`config.mk`:
```
export PLATFORM = sky130hd
export DESIGN_NAME = id_ex_operand_stage
export DESIGN_NICKNAME = d
export VERILOG_FILES = /design/src/rtl/id_ex_operand_stage.sv
export SDC_FILE = /design/constraint.sdc
export NUM_CORES = 1
export LEC_CHECK = 0
export BUFFER_PORTS_ARGS = -buffer_cell sky130_fd_sc_hd__buf_2
export CORE_AREA = 2 2 124 126
export DETAILED_ROUTE_END_ITERATION = 6
export DIE_AREA = 0 0 126 128
export GPL_ROUTABILITY_DRIVEN = 1
export PLACE_DENSITY = 0.87
export SETUP_SLACK_MARGIN = 0.15
export SKIP_LAST_GASP = 1
export SLEW_MARGIN = 25
export SYNTH_ARGS = -nofsm -noshare
export SYNTH_HDL_FRONTEND = slang
export SYNTH_SLANG_ARGS = --single-unit
```
`constraint.sdc`:
```
create_clock -name clk -period 14.2 [get_ports clk]
set_clock_uncertainty 0.2 [all_clocks]
set_input_delay 2.84 -clock clk [delete_from_list [all_inputs] [get_ports clk]]
set_output_delay 2.84 -clock clk [all_outputs]
set_load 0.005 [all_outputs]
```
`src/rtl/id_ex_operand_stage.sv`:
```
// id_ex_operand_stage
//   ID/EX pipeline register and operand-select stage feeding the EX-stage ALU.
//   Captures decoded operands/control, forwards EX/MEM and MEM/WB results onto
//   the ALU operands, detects load-use hazards (inserting one bubble) and
//   drives registered ALU funct/sign.
//
// Ports
//   clk, reset          rising-edge clock, asynchronous active-high reset
//   stall, flush        hold stage / load a bubble on next edge
//   id_*                decoded instruction fields from ID
//   exmem_*, memwb_*    forwarding sources (reg_write, rd, result)
//   alu_in1/alu_in2     forwarded ALU operands (combinational from stage regs)
//   alu_funct/alu_sign  registered ALU control
//   ex_valid, ex_rd, ex_reg_write, ex_mem_read  registered control
//   ex_store_data       forwarded rt value for stores
//   load_use_hazard     combinational; upstream stalls IF/ID while high
//   bubble_count        bubbles loaded, saturating (only with ID_EX_PERF_EN)
//
// Configuration
//   ID_EX_PERF_EN       when defined, adds the bubble_count output and counter.

// Forwarding select for one source operand. EX/MEM is younger than MEM/WB so
// it wins; register 0 is hardwired and never forwarded.
module id_ex_fwd_mux #(
  parameter int DW = 32,
  parameter int RA = 5
) (
  input  logic [RA-1:0] addr,
  input  logic [DW-1:0] reg_data,
  input  logic          exmem_reg_write,
  input  logic [RA-1:0] exmem_rd,
  input  logic [DW-1:0] exmem_result,
  input  logic          memwb_reg_write,
  input  logic [RA-1:0] memwb_rd,
  input  logic [DW-1:0] memwb_result,
  output logic [DW-1:0] fwd
);
  logic exmem_hit, memwb_hit;

  assign exmem_hit = exmem_reg_write && (exmem_rd != '0) && (exmem_rd == addr);
  assign memwb_hit = memwb_reg_write && (memwb_rd != '0) && (memwb_rd == addr);

  always_comb begin
    fwd = reg_data;
    if (exmem_hit)      fwd = exmem_result;
    else if (memwb_hit) fwd = memwb_result;
  end
endmodule

module id_ex_operand_stage #(
  parameter int DW = 32,
  parameter int RA = 5
) (
  input  logic          clk,
  input  logic          reset,
  input  logic          stall,
  input  logic          flush,
  input  logic          id_valid,
  input  logic [RA-1:0] id_rs_addr,
  input  logic [RA-1:0] id_rt_addr,
  input  logic [DW-1:0] id_rs_data,
  input  logic [DW-1:0] id_rt_data,
  input  logic [DW-1:0] id_imm,
  input  logic [4:0]    id_shamt,
  input  logic          id_alu_src_imm,
  input  logic          id_use_shamt,
  input  logic [5:0]    id_funct,
  input  logic          id_sign,
  input  logic [RA-1:0] id_rd_addr,
  input  logic          id_reg_write,
  input  logic          id_mem_read,
  input  logic          exmem_reg_write,
  input  logic [RA-1:0] exmem_rd,
  input  logic [DW-1:0] exmem_result,
  input  logic          memwb_reg_write,
  input  logic [RA-1:0] memwb_rd,
  input  logic [DW-1:0] memwb_result,
  output logic [DW-1:0] alu_in1,
  output logic [DW-1:0] alu_in2,
  output logic [5:0]    alu_funct,
  output logic          alu_sign,
  output logic          ex_valid,
  output logic [RA-1:0] ex_rd,
  output logic          ex_reg_write,
  output logic          ex_mem_read,
  output logic [DW-1:0] ex_store_data,
  output logic          load_use_hazard
`ifdef ID_EX_PERF_EN
  ,
  output logic [31:0]   bubble_count
`endif
);
  localparam int NSRC = 2;  // 0: rs, 1: rt

  typedef struct packed {
    logic          valid;
    logic [RA-1:0] rs_addr;
    logic [RA-1:0] rt_addr;
    logic [DW-1:0] rs_data;
    logic [DW-1:0] rt_data;
    logic [DW-1:0] imm;
    logic [4:0]    shamt;
    logic          alu_src_imm;
    logic          use_shamt;
    logic [5:0]    funct;
    logic          sign;
    logic [RA-1:0] rd;
    logic          reg_write;
    logic          mem_read;
  } stage_t;

  stage_t id_d, ex_q;
  logic   load_bubble;

  logic [NSRC-1:0][RA-1:0] src_addr;
  logic [NSRC-1:0][DW-1:0] src_data;
  logic [NSRC-1:0][DW-1:0] src_fwd;

  always_comb begin
    id_d             = '0;
    id_d.valid       = id_valid;
    id_d.rs_addr     = id_rs_addr;
    id_d.rt_addr     = id_rt_addr;
    id_d.rs_data     = id_rs_data;
    id_d.rt_data     = id_rt_data;
    id_d.imm         = id_imm;
    id_d.shamt       = id_shamt;
    id_d.alu_src_imm = id_alu_src_imm;
    id_d.use_shamt   = id_use_shamt;
    id_d.funct       = id_funct;
    id_d.sign        = id_sign;
    id_d.rd          = id_rd_addr;
    id_d.reg_write   = id_reg_write;
    id_d.mem_read    = id_mem_read;
  end

  // An immediate-form instruction does not read rt, so it cannot collide on rt.
  assign load_use_hazard = ex_q.valid && ex_q.mem_read && (ex_q.rd != '0) && id_valid &&
                           ((ex_q.rd == id_rs_addr) ||
                            ((ex_q.rd == id_rt_addr) && !id_alu_src_imm));

  assign load_bubble = flush || load_use_hazard;

  // Bubble is all-zero; it outranks stall so a hazard always drains.
  always_ff @(posedge clk or posedge reset) begin
    if (reset)            ex_q <= '0;
    else if (load_bubble) ex_q <= '0;
    else if (!stall)      ex_q <= id_d;
  end

  assign src_addr[0] = ex_q.rs_addr;
  assign src_addr[1] = ex_q.rt_addr;
  assign src_data[0] = ex_q.rs_data;
  assign src_data[1] = ex_q.rt_data;

  for (genvar g = 0; g < NSRC; g++) begin : g_fwd
    id_ex_fwd_mux #(.DW(DW), .RA(RA)) u_fwd (
      .addr            (src_addr[g]),
      .reg_data        (src_data[g]),
      .exmem_reg_write (exmem_reg_write),
      .exmem_rd        (exmem_rd),
      .exmem_result    (exmem_result),
      .memwb_reg_write (memwb_reg_write),
      .memwb_rd        (memwb_rd),
      .memwb_result    (memwb_result),
      .fwd             (src_fwd[g])
    );
  end

  assign alu_in1       = ex_q.use_shamt   ? {{(DW-5){1'b0}}, ex_q.shamt} : src_fwd[0];
  assign alu_in2       = ex_q.alu_src_imm ? ex_q.imm : src_fwd[1];
  assign ex_store_data = src_fwd[1];
  assign alu_funct     = ex_q.funct;
  assign alu_sign      = ex_q.sign;
  assign ex_valid      = ex_q.valid;
  assign ex_rd         = ex_q.rd;
  assign ex_reg_write  = ex_q.reg_write;
  assign ex_mem_read   = ex_q.mem_read;

`ifdef ID_EX_PERF_EN
  always_ff @(posedge clk or posedge reset) begin
    if (reset)                                     bubble_count <= '0;
    else if (load_bubble && (bubble_count != '1))  bubble_count <= bubble_count + 32'd1;
  end
`endif
endmodule
```
Word-level counts from Yosys, hierarchy flattened --
Index checks and enable logic that the tools add are counted.
Storage, ports and cells: flip-flop bits (word level) 128, bits of input ports 208, output and inout bits 112, logic and storage cells 46
Cells by class: equal/unequal tests 7, muxes and demuxes 8, reductions and logical operators 17
Operators with widths (count):
- 2-to-1 mux 128 bit | 2
- 2-to-1 mux 32 bit | 6
- == test 5 bit | 6
- nonzero test 5 bit | 3
- logical AND 1 bit | 11
- logical OR 1 bit | 2
- inequality test 2 x 1 -> 1 bit (second input constant) | 1
- zero test 1 bit | 1

Depth between registers and ports, before layout --
Gate-level depths: netlist (run 1).
word-level depth 6, mapped depth 7, mapped depth without buffers 5

Hierarchy --
From an unflattened synthesis (run 1), not the netlist that was laid out.
Unflattened totals: cell total of the unflattened synthesis 912, area total of the unflattened synthesis 8948.6 sq um
By module, submodules not included:
- id_ex_operand_stage | instances 1, cells each 542, area an instance 6613.8 sq um, seq. area each 3203.1 sq um
- id_ex_fwd_mux | instances 2, cells each 185, area an instance 1167.4 sq um, seq. area each 0.0 sq um

Least setup slack after synthesis (run 1) --
Ideal clock, no wire load.
path kind input -> output, start input port memwb_rd[0], end output port alu_in1[3], arrival 4.366 ns, data required time 11.160 ns, path slack 6.794 ns, cell stages on the path 6, buffers on the path 1, cell sequence or4_4 > o211ai_1 > nor2_1 > clkbuf_1 > mux2i_1 > a221oi_1
Between the ends: cells in the longest elaborated chain, start to end 6, elaborated cells between the ends (all ways) 7, classes of those cells 1 x eq/ne; 3 x mux; 3 x reduce/logical
Ends and longest elaborated chain:
- start, declared | line 76 | input logic [RA-1:0] memwb_rd,
- nonzero test 5 bit | line 41 | assign memwb_hit = memwb_reg_write && (memwb_rd != '0) && (memwb_rd == addr);
- logical AND 1 bit | line 41
- logical AND 1 bit * | line 41
- 2-to-1 mux 32 bit * | line 46 | else if (memwb_hit) fwd = memwb_result;
- 2-to-1 mux 32 bit * | line 45 | if (exmem_hit) fwd = exmem_result;
- 2-to-1 mux 32 bit * | line 170 | assign alu_in1 = ex_q.use_shamt ? {{(DW-5){1'b0}}, ex_q.shamt} : src_fwd[0];
- end, declared | line 78 | output logic [DW-1:0] alu_in1,
Every way passes the cells marked *; elsewhere a longest branch is shown, timed or not.

Worst setup path in the final report (run 1) --
start input port exmem_rd[0], end output port alu_in2[1]
Between the ends: cells in the longest elaborated chain, start to end 5, elaborated cells between the ends (all ways) 6, classes of those cells 1 x eq/ne; 2 x mux; 3 x reduce/logical
Ends and longest elaborated chain:
- start, declared | line 73 | input logic [RA-1:0] exmem_rd,
- nonzero test 5 bit | line 40 | assign exmem_hit = exmem_reg_write && (exmem_rd != '0) && (exmem_rd == addr);
- logical AND 1 bit | line 40
- logical AND 1 bit * | line 40
- 2-to-1 mux 32 bit * | line 45
- 2-to-1 mux 32 bit * | line 171 | assign alu_in2 = ex_q.alu_src_imm ? ex_q.imm : src_fwd[1];
- end, declared | line 79 | output logic [DW-1:0] alu_in2,
Marked as above.

==> results.json, run 1 <==
{
  "async_reset_ff_share_pct": 100,
  "seq_power_share_pct": 39.4,
  "cts_buffer_depth": 2,
  "wl_per_cell_um": 20.0,
  "grt_pass1_vias": 7690,
  "fmax_mhz": 115,
  "critPathArrivalTime_ps": 5650,
  "critPathKind": "in -> out",
  "p_sw_share_pct": 27.7,
  "synthXorXnorAreaFrac_pct": 3.42,
  "p_sw_uw": 284,
  "synth_compound_area_share_pct": 9.45,
  "setup_viol": 0,
  "hold_depth": 2,
  "hold_viol_final": 0,
  "cts_tree": "done",
  "p_comb_share_pct": 18.4,
  "ys_warn_count": 0,
  "clock_latency_ps": 420,
  "port_buffers": 319,
  "r2r-start": "ex_rd[0]",
  "cp_cell_sequence": "buf_2, or4_1, o211ai_4, buf_4, or2_2, a31oi_1, mux2_2, buf_2",
  "dpl.hpwl_um": 17700,
  "p_per_area_nw_per_um2": 104,
  "setup_tns_ps": 0,
  "min_period_over_period_pct": 61.2,
  "root_buffer": "clkbuf_16",
  "synth-simple-area-share_pct": 16.4,
  "synth_edf_count": 0,
  "synth_top_family_by_area": "multiplexers",
  "antenna_found_initial": 5,
  "worstHoldStart": "ex_q[17]",
  "min_period_ps": 8690,
  "worst-path-buf-inv": 3,
  "cp-start-kind": "primary input",
  "layout-drive-gt1-share_pct": 36.1,
  "avgViaCountPerCell": 5.86,
  "drv_cap": 0,
  "worst-r2r-setup-slack_ps": 11740,
  "syn_inst": 839,
  "ys.flop_type": "dfrtp_1",
  "r2r_cells": 6,
  "cpPeakStageDelay_ps": 720,
  "drtAntennaViolNets": 0,
  "critPathSlowestCell": "or2_2",
  "final_common_cell": "buf_2",
  "final_nets": 1312,
  "ioPinCount": 320,
  "cp_max_fo": 33,
  "cts_hold_buffers": 0,
  "first_pass_iters": 6,
  "status": "finished clean",
  "place_congestion": 0.896,
  "layout_common_cells": "318 x buf_2, 156 x nor2_1, 133 x mux2i_1",
  "cp.required_ps": 11160,
  "routed_wl_um": 26100,
  "fp-row-count": 45,
  "post_cts_resized": 0,
  "hold_path_class": "reg -> reg",
  "vdd_drop_max_mv": 0.0730,
  "tightestPinTransition_ps": 1030,
  "cts_buffers": 17,
  "clkPwrFrac_pct": 42.1,
  "critPathLaunch": "exmem_rd[0]",
  "min_to": "ex_q[17]",
  "yosysUniqueCellTypes": 38,
  "finalPower_mw": 1.02,
  "grt_max_degree": 71,
  "syn_area_um2": 7690,
  "reg2reg_to": "ex_q[21]",
  "first_iter_violations": 728,
  "htreeDepth": 4,
  "rsz0062_at_grt": "no",
  "yosysSeqAreaShare_pct": 41.7,
  "avgSynthCellArea_um2": 9.17,
  "relSlewSlack_pct": 31.0,
  "slew_viol_final": 0,
  "grt_pass1_wl_um": 40100,
  "initial_core_util_pct": 51.7,
  "core_um2": 14900,
  "synthMuxAreaShare_pct": 22.0,
  "clk_pin_slew_ps": 50,
  "leakage_nw": 5.15,
  "cp-end-kind": "output port",
  "die_w_um": 126,
  "die_area_um2": 16100,
  "grt_overflow": 0,
  "synth_nets": 1047,
  "p_int_uw": 741,
  "crit_family": "simple AND/OR/NAND/NOR gates",
  "synth-adder-area-share_pct": 0,
  "vias": 7657,
  "synthToLayoutAreaGrowth_pct": 27.7,
  "grt_use_total_pct": 31.8,
  "ys_ff_latch": 128,
  "die_h_um": 128,
  "hold_slack_ps": 312,
  "clock-sinks": 128,
  "postCtsSetupRepairBufs": 0,
  "cp_common_cell": "buf_2",
  "drc": 0
}
-- how the worst max path moves through the flow --
stage	endpoint	slack [ps]	cells past startpoint
3_3_place_gp	alu_in2[30]	5240	8
2_1_floorplan	alu_in1[3]	6790	6
6_report	alu_in2[1]	5510	8
4_1_cts	alu_in2[1]	5560	8
3_5_place_dp	alu_in2[1]	5570	8
5_1_grt	alu_in2[4]	5460	8
-- area by class of cell --
| cell class | instances | area, um^2 |
|---|---|---|
| Clock inverter | 11 | 114 |
| Multi-Input combinational cell | 592 | 3980 |
| Timing Repair Buffer | 328 | 1670 |
| Antenna cell | 3 | 7.51 |
| Inverter | 37 | 144 |
| Fill cell | 1211 | 5040 |
| Tap cell | 188 | 235 |
| Sequential cell | 128 | 3210 |
| Clock buffer | 20 | 467 |
-- flip-flops by register name, indices dropped and copies added, names as in the netlist --
signal,flops
ex_q,113
alu_funct,6
ex_rd,5
alu_sign,1
ex_mem_read,1
ex_reg_write,1
ex_valid,1
-- power groups by stage --
stage                     Clock, mW  Combinational, mW  Sequential, mW
after global routing          0.455              0.205           0.406
after global placement            0              0.183           0.409
after detailed placement          0              0.188           0.410
after CTS                     0.437              0.189           0.404
final                         0.432              0.189           0.404
after floorplan                   0              0.108           0.401
-- cell families (layout without fill, tap and decap cells) --
logic type / count (synthesis) / in the layout
AND/OR/NAND/NOR: 293 / 293
multiplexers: 165 / 165
flip-flops: 128 / 128
buffers and inverters: 119 / 396
AO/OA/AOI/OAI: 104 / 104
XOR/XNOR: 30 / 30
other: 0 / 3
-- cells in the mapped netlist (9+ instances only) --
master | n | share of area, %
or3_1 | 32 | 2.6
mux2i_1 | 133 | 17
nand2_1 | 55 | 2.7
a31oi_1 | 31 | 2.5
o21ai_0 | 28 | 1.8
clkbuf_1 | 51 | 2.5
inv_1 | 37 | 1.8
nor3_1 | 36 | 2.3
a311oi_1 | 27 | 3.1
buf_2 | 9 | 0.59
buf_4 | 15 | 1.5
xnor2_1 | 26 | 3.0
mux2_2 | 32 | 4.7
dfrtp_1 | 128 | 42
nor2_1 | 157 | 7.7
-- worst register-to-register path: stages, from the launching register on --
cell and delay [ps]:
dfrtp_1 460, xnor2_1 210, nand4_1 110, o32a_1 390
o21bai_4 160, buf_4 610, nor2_1 170
-- metrics by stage --
step | worst slack (ps) | instance area [um^2] | utilization [%] | instances
floorplan | 6790 | 7690 | - | 839
global placement | 5240 | 9230 | 62.1 | 1273
detailed placement | 5570 | 9230 | 62.1 | 1273
CTS | 5560 | 9810 | 66.0 | 1304
global route | 5460 | 9820 | 66.1 | 1307
finish | 5510 | 9820 | 66.1 | 1307
-- routing by layer --
metal | share of wire, % | vias up | GRT usage (%)
met2 | 48 | 508 | 53.3
met1 | 38 | 3619 | 37.9
met3 | 9.4 | 92 | 8.68
met5 | 0.046 | - | 0
met4 | 4.0 | 2 | 15.9
li1 | - | 3436 | -
Power figures use the tool's default switching activity.
==> run 2: changes to the inputs <==
--- a/config.mk
+++ b/config.mk
@@ -6,11 +6,11 @@
 export NUM_CORES = 1
 export LEC_CHECK = 0
 export BUFFER_PORTS_ARGS = -buffer_cell sky130_fd_sc_hd__buf_2
-export CORE_AREA = 2 2 124 126
+export CORE_AREA = 2 2 136 138
 export DETAILED_ROUTE_END_ITERATION = 6
-export DIE_AREA = 0 0 126 128
+export DIE_AREA = 0 0 138 140
 export GPL_ROUTABILITY_DRIVEN = 1
-export PLACE_DENSITY = 0.87
+export PLACE_DENSITY = 0.77
 export SETUP_SLACK_MARGIN = 0.15
 export SKIP_LAST_GASP = 1
 export SLEW_MARGIN = 25
==> constraint.sdc (replaced) <==
create_clock -name clk -period 7.8 [get_ports clk]
set_clock_uncertainty 0.2 [all_clocks]
set_input_delay 1.56 -clock clk [delete_from_list [all_inputs] [get_ports clk]]
set_output_delay 1.56 -clock clk [all_outputs]
set_load 0.005 [all_outputs]
==> run 2 against run 1 <==
  * Wire length shrank 1.7%
  * Sequential share of layout area decreased by 0.19 points
  * Clock-buffer cell count up 2
  * Non-clock buffer count is 2 higher
  * Die area up 20%
  * Final area up 0.60%
  * Flip-flop and latch count unchanged
  * Cell count is 3.3% higher
  * Combinational power up 79%
  * Core utilization shrank 11 points
==> results.json, run 2 (synthesized netlist as in run 1, its figures left out) <==
{
  "status": "finished clean",
  "dpl.hpwl_um": 17700,
  "clock_latency_ps": 410,
  "grtUsageMet2_pct": 45.1,
  "leakage_nw": 5.15,
  "clock-sinks": 128,
  "routed_wl_um": 25700,
  "reg2reg_to": "ex_q[101]",
  "critPathArrivalTime_ps": 4230,
  "cp_cell_sequence": "buf_2, or4_4, o211ai_4, o21ai_0, a31oi_1, mux2_2, buf_2",
  "crit_family": "compound AO/OA/AOI/OAI gates",
  "grt.busiest_layer": "met2",
  "postCtsSetupRepairBufs": 0,
  "setup_tns_ps": 0,
  "min_to": "ex_q[34]",
  "cts_hold_buffers": 0,
  "layout-drive-gt1-share_pct": 35.9,
  "initial_core_util_pct": 43.3,
  "fill_cells": 1621,
  "ioPinCount": 320,
  "cp_common_cell": "buf_2",
  "cpPeakStageDelay_ps": 710,
  "port_buffers": 319,
  "antenna_found_initial": 4,
  "finalPower_mw": 1.86,
  "final_nets": 1314,
  "cp_max_fo": 38,
  "drtAntennaViolNets": 0,
  "hold_depth": 2,
  "largest_reg_flops": 113,
  "first_iter_violations": 429,
  "hold_path_class": "reg -> reg",
  "vdd_drop_max_mv": 0.138,
  "grt_use_total_pct": 26.3,
  "min_period_over_period_pct": 76.8,
  "worst-path-buf-inv": 2,
  "drc": 0,
  "relSlewSlack_pct": 33.6,
  "cp-start-kind": "primary input",
  "synthToLayoutAreaGrowth_pct": 28.5,
  "fmax_mhz": 167,
  "min_period_ps": 5990,
  "layout_common_cells": "318 x buf_2, 156 x nor2_1, 133 x mux2i_1",
  "final_common_cell": "buf_2",
  "place_ws_ps": 1810,
  "p_per_area_nw_per_um2": 188,
  "r2r-start": "ex_rd[0]",
  "cts_buffers": 17,
  "r2r_cells": 6,
  "tightestPinTransition_ps": 996,
  "die_h_um": 140,
  "grt_pass1_vias": 7515,
  "fp-row-count": 49,
  "core_um2": 17800,
  "place_congestion": 0.843,
  "vias": 7346,
  "grt_overflow": 0,
  "avgViaCountPerCell": 5.44,
  "die_area_um2": 19300,
  "htreeDepth": 4,
  "top_register": "ex_q",
  "groute.layer.met3.usage_pct": 6.91,
  "grt_max_degree": 78,
  "grt_pass1_wl_um": 40200,
  "slew_viol_final": 0,
  "worst_slack_ps": 1810,
  "rsz0062_at_grt": "no",
  "cts_buffer_depth": 2,
  "cts_tree": "done",
  "root_buffer": "clkbuf_16",
  "use_met1_pct": 32.6,
  "die_w_um": 138,
  "wl_per_cell_um": 19.0,
  "critPathKind": "in -> out",
  "hold_viol_final": 0,
  "post_cts_resized": 0,
  "first_pass_iters": 5,
  "worst-r2r-setup-slack_ps": 5070,
  "critPathSlowestCell": "o211ai_4",
  "clk_pin_slew_ps": 60,
  "worstHoldStart": "ex_q[34]",
  "cp-end-kind": "output port",
  "drv_cap": 0,
  "setup_viol": 0,
  "cp.required_ps": 6040
}
[run 2: how the worst max path moves through the flow]
stage	slack (ps)	to	start	cells after the start
finish	1810	alu_in2[1]	memwb_rd[0]	7
detailed placement	1810	alu_in2[1]	memwb_rd[0]	7
global placement	1810	alu_in2[1]	memwb_rd[0]	7
CTS	1810	alu_in2[1]	memwb_rd[0]	7
floorplan	2630	alu_funct[0]	reset	1
global route	1760	alu_in2[1]	memwb_rd[0]	7
[run 2: per-layer routing]
metal / vias to the layer above / share of wire, %
met2: 377 / 49
li1: 3432 / -
met4: 4 / 2.1
met3: 39 / 8.0
met5: - / 0.11
met1: 3494 / 41
[run 2: metrics by stage]
stage | hold slack (ps) | std cells | utilization (%) | area (um^2)
global route | 333 | 1349 | 55.6 | 9880
global placement | 298 | 1316 | 52.3 | 9300
CTS | 320 | 1348 | 55.5 | 9870
detailed placement | 305 | 1316 | 52.3 | 9300
floorplan | 280 | 839 | - | 7690
finish | 318 | 1350 | 55.6 | 9880
[run 2: power breakdown]
group	switching (mW)	internal (mW)
logic	0.181	0.158
registers	0.0332	0.702
clock network	0.303	0.486
[run 2: area by class of cell]
class / instances / area (um^2) / area share, %
multi-input combinational: 592 / 3980 / 40.2
sequential: 128 / 3210 / 32.4
timing repair buffer: 330 / 1690 / 17.1
clock buffer: 22 / 464 / 4.70
tap: 229 / 287 / 2.90
inverter: 37 / 144 / 1.46
clock inverter: 10 / 111 / 1.13
antenna: 2 / 5.00 / 0.0507
[run 2: worst reg2reg max path: stages (launching register included)]
cell      delay, ps
dfrtp_1         450
xnor2_1         210
nand4_1         120
o32a_1          400
o21bai_4        340
buf_4           660
nor2_1          190
